===== config.mk =====
export PLATFORM = sky130hd
export DESIGN_NAME = fir_tap_sequencer
export DESIGN_NICKNAME = d
export VERILOG_FILES = /design/src/rtl/fir_tap_sequencer.sv
export SDC_FILE = /design/constraint.sdc
export NUM_CORES = 1
export LEC_CHECK = 0
export CAP_MARGIN = 5
export CORE_ASPECT_RATIO = 0.9
export CORE_MARGIN = 1
export CORE_UTILIZATION = 30
export CTS_CLUSTER_DIAMETER = 50
export CTS_CLUSTER_SIZE = 28
export DETAILED_ROUTE_END_ITERATION = 16
export DONT_BUFFER_PORTS = 1
export HOLD_SLACK_MARGIN = 0.12
export SYNTH_ARGS = -nofsm -noshare
export SYNTH_HDL_FRONTEND = slang
export SYNTH_SLANG_ARGS = --single-unit

===== constraint.sdc =====
create_clock -name clk -period 2.45 [get_ports clk]
set_input_delay 0.49 -clock clk [delete_from_list [all_inputs] [get_ports clk]]
set_output_delay 0.49 -clock clk [all_outputs]
set_load 0.1 [all_outputs]

===== src/rtl/fir_tap_sequencer.sv =====
// fir_tap_sequencer: sample delay line, coefficient memory and tap sequencer for a single-multiplier direct-form FIR.
//
// Ports:
//   clk        system clock, rising edge
//   rst        asynchronous active-low reset
//   din        input sample (signed), accepted when val_in=1 and ready=1
//   val_in     din valid strobe
//   ready      high when a sample can be accepted
//   coef_we    coefficient write enable (honoured in IDLE only, coef_addr < Num_coef)
//   coef_addr  coefficient index, 0 = newest-sample tap
//   coef_wdata coefficient value (signed)
//   mac_din    sample to the MAC
//   mac_coef   coefficient to the MAC
//   mac_ce     MAC accumulate enable
//   mac_clr    MAC accumulator clear, active-high
//   mac_dout   MAC accumulator value
//   dout       captured filter output (signed), held until the next capture
//   val_out    one-cycle dout valid strobe
//   ovf        sticky flag: a sample arrived while busy and was dropped
module fir_tap_sequencer #(
    parameter int Win      = 16,
    parameter int Wc       = 18,
    parameter int Num_coef = 17,
    parameter int Wa       = 5,
    parameter int MAC_LAT  = 1
) (
    input  logic                        clk,
    input  logic                        rst,
    input  logic signed [Win-1:0]       din,
    input  logic                        val_in,
    output logic                        ready,
    input  logic                        coef_we,
    input  logic [Wa-1:0]               coef_addr,
    input  logic signed [Wc-1:0]        coef_wdata,
    output logic signed [Win-1:0]       mac_din,
    output logic signed [Wc-1:0]        mac_coef,
    output logic                        mac_ce,
    output logic                        mac_clr,
    input  logic signed [Win+Wc-1:0]    mac_dout,
    output logic signed [Win+Wc-1:0]    dout,
    output logic                        val_out,
    output logic                        ovf
);
    // MAC_LAT must be at least 1; the drain counter runs 0..MAC_LAT-1
    localparam int Wd = MAC_LAT > 1 ? $clog2(MAC_LAT) : 1;
    localparam logic [Wa-1:0] LAST  = Wa'(Num_coef - 1);
    localparam logic [Wa:0]   NC    = (Wa + 1)'(Num_coef);
    localparam logic [Wd-1:0] DLAST = Wd'(MAC_LAT - 1);

    typedef enum logic [1:0] {IDLE, RUN, DRAIN, OUT} state_t;

    state_t                  state, state_n;
    logic [Wa-1:0]           wp, wp_n, rp, rp_n, k, k_n;
    logic [Wd-1:0]           d, d_n;
    logic signed [Win-1:0]   dline [Num_coef];
    logic signed [Wc-1:0]    cmem [Num_coef];
    logic signed [Win-1:0]   mac_din_n;
    logic signed [Wc-1:0]    mac_coef_n;
    logic signed [Win+Wc-1:0] dout_n;
    logic                    accept, cwr;

    assign accept = state == IDLE && val_in;
    assign cwr    = state == IDLE && coef_we && {1'b0, coef_addr} < NC;

    always_comb begin
        state_n    = state;
        wp_n       = wp;
        rp_n       = rp;
        k_n        = k;
        d_n        = d;
        mac_din_n  = mac_din;
        mac_coef_n = mac_coef;
        dout_n     = dout;
        case (state)
            IDLE: if (val_in) begin
                state_n    = RUN;
                k_n        = '0;
                rp_n       = wp == '0 ? LAST : wp - 1'b1;
                // tap 0 is the sample and coefficient being written this very edge
                mac_din_n  = din;
                mac_coef_n = cwr && coef_addr == '0 ? coef_wdata : cmem[0];
            end
            RUN: if (k == LAST) begin
                state_n = DRAIN;
                d_n     = '0;
            end else begin
                k_n        = k + 1'b1;
                rp_n       = rp == '0 ? LAST : rp - 1'b1;
                mac_din_n  = dline[rp];
                mac_coef_n = cmem[k_n];
            end
            DRAIN: if (d == DLAST) begin
                state_n = OUT;
                dout_n  = mac_dout;
                wp_n    = wp == LAST ? '0 : wp + 1'b1;
            end else begin
                d_n = d + 1'b1;
            end
            default: state_n = IDLE;
        endcase
    end

    always_ff @(posedge clk or negedge rst) begin
        if (!rst) begin
            state    <= IDLE;
            wp       <= '0;
            rp       <= '0;
            k        <= '0;
            d        <= '0;
            mac_din  <= '0;
            mac_coef <= '0;
            dout     <= '0;
            ready    <= 1'b1;
            mac_ce   <= 1'b0;
            mac_clr  <= 1'b1;
            val_out  <= 1'b0;
            ovf      <= 1'b0;
            for (int i = 0; i < Num_coef; i++) begin
                dline[i] <= '0;
                cmem[i]  <= '0;
            end
        end else begin
            state    <= state_n;
            wp       <= wp_n;
            rp       <= rp_n;
            k        <= k_n;
            d        <= d_n;
            mac_din  <= mac_din_n;
            mac_coef <= mac_coef_n;
            dout     <= dout_n;
            // control outputs are registered decodes of the state being entered
            ready    <= state_n == IDLE;
            mac_ce   <= state_n == RUN;
            mac_clr  <= state_n == IDLE || state_n == OUT;
            val_out  <= state_n == OUT;
            if (val_in && state != IDLE) ovf <= 1'b1;
            if (accept) dline[wp] <= din;
            if (cwr) cmem[coef_addr] <= coef_wdata;
        end
    end
endmodule


==> flow_metrics.env <==
export IMPL_syn_to_final_growth_pct=21.1
export IMPL_cp_slowest_cell="dfrtp_4"
export IMPL_wl_um=82800
export IMPL_irDropWorstVdd_uv=655
export IMPL_synth_seq_cells=668
export IMPL_synth_main_ff_cell="dfrtp_1"
export IMPL_power_density_mw_per_mm2=1180
export IMPL_ctsHoldBuffers=69
export IMPL_required_ns=2.95
export IMPL_tightest_slew_ns=1.09
export IMPL_io_pins=150
export IMPL_start_util=0.303
export IMPL_drv_slew=0
export IMPL_cpPeakStageDelay_ns=0.46
export IMPL_root_buffer="clkbuf_16"
export IMPL_synth_async_reset_ratio=1.00
export IMPL_violations="negative hold slack"
export IMPL_grt_max_degree=669
export IMPL_synth_top_cells_by_area="dfrtp_1 55%, mux2_2 21%, mux4_2 10%, nand2_1 2.6%, clkbuf_1 1.0%"
export IMPL_htreeDepth=3
export IMPL_crit_fanout=21
export IMPL_period_needed_ns=2.38
export IMPL_avgViaCountPerCell=5.14
export IMPL_hp_class="input port to async pin"
export IMPL_post_route_util=0.367
export IMPL_worstPathCellList="inv_1, ha_4, buf_12, buf_12, mux4_2, mux2i_1, a21oi_1, a2111oi_1, o21ai_1"
export IMPL_gr_total_overflow=0
export IMPL_grt_use_total=0.162
export IMPL_drtIter0Drc=1325
export IMPL_rows=110
export IMPL_skew_ns=0.0320
export IMPL_drive_above_1_share=0.466
export IMPL_synth_distinct_cells=62
export IMPL_rsz0062_at_grt="true"
export IMPL_cts_made_buffers=80
export IMPL_fin_worst_hold_slack_ns=-0.147
export IMPL_syn_inst=2128
export IMPL_cpMostUsedCell="buf_12"
export IMPL_synth_avg_cell_area_um2=14.3
export IMPL_dieArea_mm2=0.103
export IMPL_setup_viol=0
export IMPL_ys_seq_area_frac=0.549
export IMPL_dr_pass1_iters=5
export IMPL_cap_violations=0
export IMPL_die_h_um=304
export IMPL_portBuffers=0
export IMPL_cp_start_kind="flip-flop"
export IMPL_netlist_area_mm2=0.0304
export IMPL_yosys_warnings=0
export IMPL_grt_pass1_wl_um=128000
export IMPL_drc=0
export IMPL_synth_nets=2215
export IMPL_period_share=0.972
export IMPL_grt_antenna_before_repair=9
export IMPL_clock_sinks=668
export IMPL_place_hpwl_um=48200
export IMPL_yosys_area_top_type="dfrtp_1"
export IMPL_power_uw=43400
export IMPL_die_width_um=338
export IMPL_arrival_ns=2.88
export IMPL_wl_per_cell_um=22.3
export IMPL_hold_violations=88
export IMPL_clock_latency_ns=0.64
export IMPL_place_gp_congestion=0.786
export IMPL_crit_path_end_kind="flip-flop"
export IMPL_vias=19044
export IMPL_first_global_vias=20622
export IMPL_fp_coreArea_mm2=0.100
export IMPL_max_freq_mhz=420
export IMPL_netlist_area_leader_share=0.548
export IMPL_relSlewSlack=0.271
export IMPL_synth_edf_count=0
export IMPL_detail_route_antenna_nets=0
export IMPL_worstSetupPathType="flip-flop to flip-flop"
export IMPL_clock_path_buffers=3
export IMPL_power_leakage_uw=0.0173
export IMPL_cts_tree="built"
export IMPL_path_clk_slew_ns=0.06
export IMPL_status="finished with violations"
export IMPL_final_nets=2379
==> critical path, delay by kind of cell (launching register included) <==
kind | cells | cell delay [ns]
AOI/OAI and AO/OA | 3 | 0.55
muxes | 2 | 0.49
DFF | 1 | 0.46
buffers and inverters | 3 | 0.42
adders and majority gates | 1 | 0.30
==> layout make-up <==
| class | instances | area (um^2) |
|---|---|---|
| clock buffers | 94 | 2180 |
| repair buffers | 249 | 2540 |
| well taps | 1344 | 1680 |
| flip-flops and latches | 668 | 16700 |
| diodes | 5 | 12.5 |
| multi-input cells | 1280 | 13000 |
| fillers | 9311 | 63500 |
| clock inverters | 55 | 694 |
| inverters | 13 | 48.8 |
==> power by group <==
part | internal (uW) | switching, uW
clock | 7520 | 5170
sequential | 13000 | 1160
combinational | 5950 | 10600
total | 26400 | 16900
==> registers in the layout, indices dropped and copies added, names as in the netlist, 2 cells and up <==
| name | flops |
|---|---|
| dline | 272 |
| wp | 5 |
| dout | 34 |
| cmem | 306 |
| state | 2 |
| mac_din | 16 |
| mac_coef | 18 |
| rp | 5 |
| k | 5 |
==> kinds of logic after synthesis <==
logic type | count (synthesis) | share of synthesized area
buf+inv | 180 | 0.0274
fa+ha+maj | 10 | 0.00411
simple gates | 331 | 0.0520
mux | 739 | 0.323
xor+xnor | 9 | 0.00284
flops | 668 | 0.549
compound gates | 191 | 0.0412
==> metal layers <==
layer | wire, um | vias to the layer above | share of wire | global-route usage
met5 | 46 | - | 0.00056 | 0
met4 | 2710 | 8 | 0.033 | 0.0579
met3 | 3790 | 182 | 0.046 | 0.0324
met2 | 41300 | 466 | 0.50 | 0.268
met1 | 35000 | 10227 | 0.42 | 0.208
li1 | - | 8161 | - | -
==> cells in the final DEF, fill, tap and decap left out, types with 11 or more instances in the layout <==
master         instances
dfrtp_1              661
mux2_2               575
nand2_1              213
buf_4                143
mux4_2               136
clkbuf_16             83
dlygate4sd3_1         69
a21oi_1               48
o21ai_0               48
buf_12                29
nor2_1                26
mux2i_1               18
inv_6                 16
nand2_2               13
o21ai_1               13
nand3_1               12
and3_1                12
a2111oi_0             12
inv_1                 11
nand3_2               11
==> through the flow <==
| step | cell area [um^2] | setup TNS [ns] | hold slack, ns | std cells | setup slack [ns] |
|---|---|---|---|---|---|
| finish | 36900 | 0 | -0.147 | 3708 | 0.0680 |
| global route | 36900 | -0.0493 | -0.00619 | 3707 | -0.0255 |
| CTS | 36700 | 0 | -0.408 | 3698 | 0.0336 |
| detailed placement | 33100 | -0.353 | 0.275 | 3477 | -0.135 |
| global placement | 33100 | -0.0113 | 0.275 | 3477 | -0.0113 |
| floorplan | 30400 | 0 | 0.194 | 2128 | 0.0446 |
==> Yosys cell counts, types with 4 or more instances <==
cell type  instances
o21ai_1           12
ha_1              10
a21oi_1           49
o21ai_0           49
and3_1            12
a211o_1            9
o32ai_1            8
a221oi_1           9
xnor2_1            7
nand3_2           11
buf_1             12
mux4_2           136
clkbuf_1          84
buf_2             51
nand2_1          213
nand2_2           13
nor3b_1            6
nor2_1            27
dfrtp_1          666
buf_4             13
nand3_1           12
nor2b_1           11
a211oi_1           7
mux2i_1           18
inv_1             11
mux2_1            10
a2111oi_0         18
a31oi_1           10
buf_6              6
a22o_1             5
nor3_2             4
mux2_2           575
==> path summary, 6_finish.rpt <==
kind                                       from                  endpoint  slack [ns]  cells past startpoint
max in group asynchronous                   rst    dline[136]$_DFFE_PN0P_        0.72                      3
hold reg to reg            dout[32]$_DFFE_PN0N_      dout[32]$_DFFE_PN0N_        0.48                      2
setup reg to reg               k[0]$_DFFE_PN0P_  mac_coef[12]$_DFFE_PN0P_        0.07                      9
hold / removal                              rst     cmem[231]$_DFFE_PN0P_       -0.15                      1
setup / recovery               k[0]$_DFFE_PN0P_  mac_coef[12]$_DFFE_PN0P_        0.07                      9
min in group clk                   coef_addr[1]      cmem[57]$_DFFE_PN0P_        0.31                      3
==> what timing repair did <==
action / CTS / global route
endpoints found under the hold margin: 1298 / 176
endpoints found under the setup margin: 8 / 217
pin swaps: 1 / 1
setup buffers: 3 / 0
gates cloned: 0 / 2
resized for setup: 0 / 17
Power figures use the tool's default switching activity.
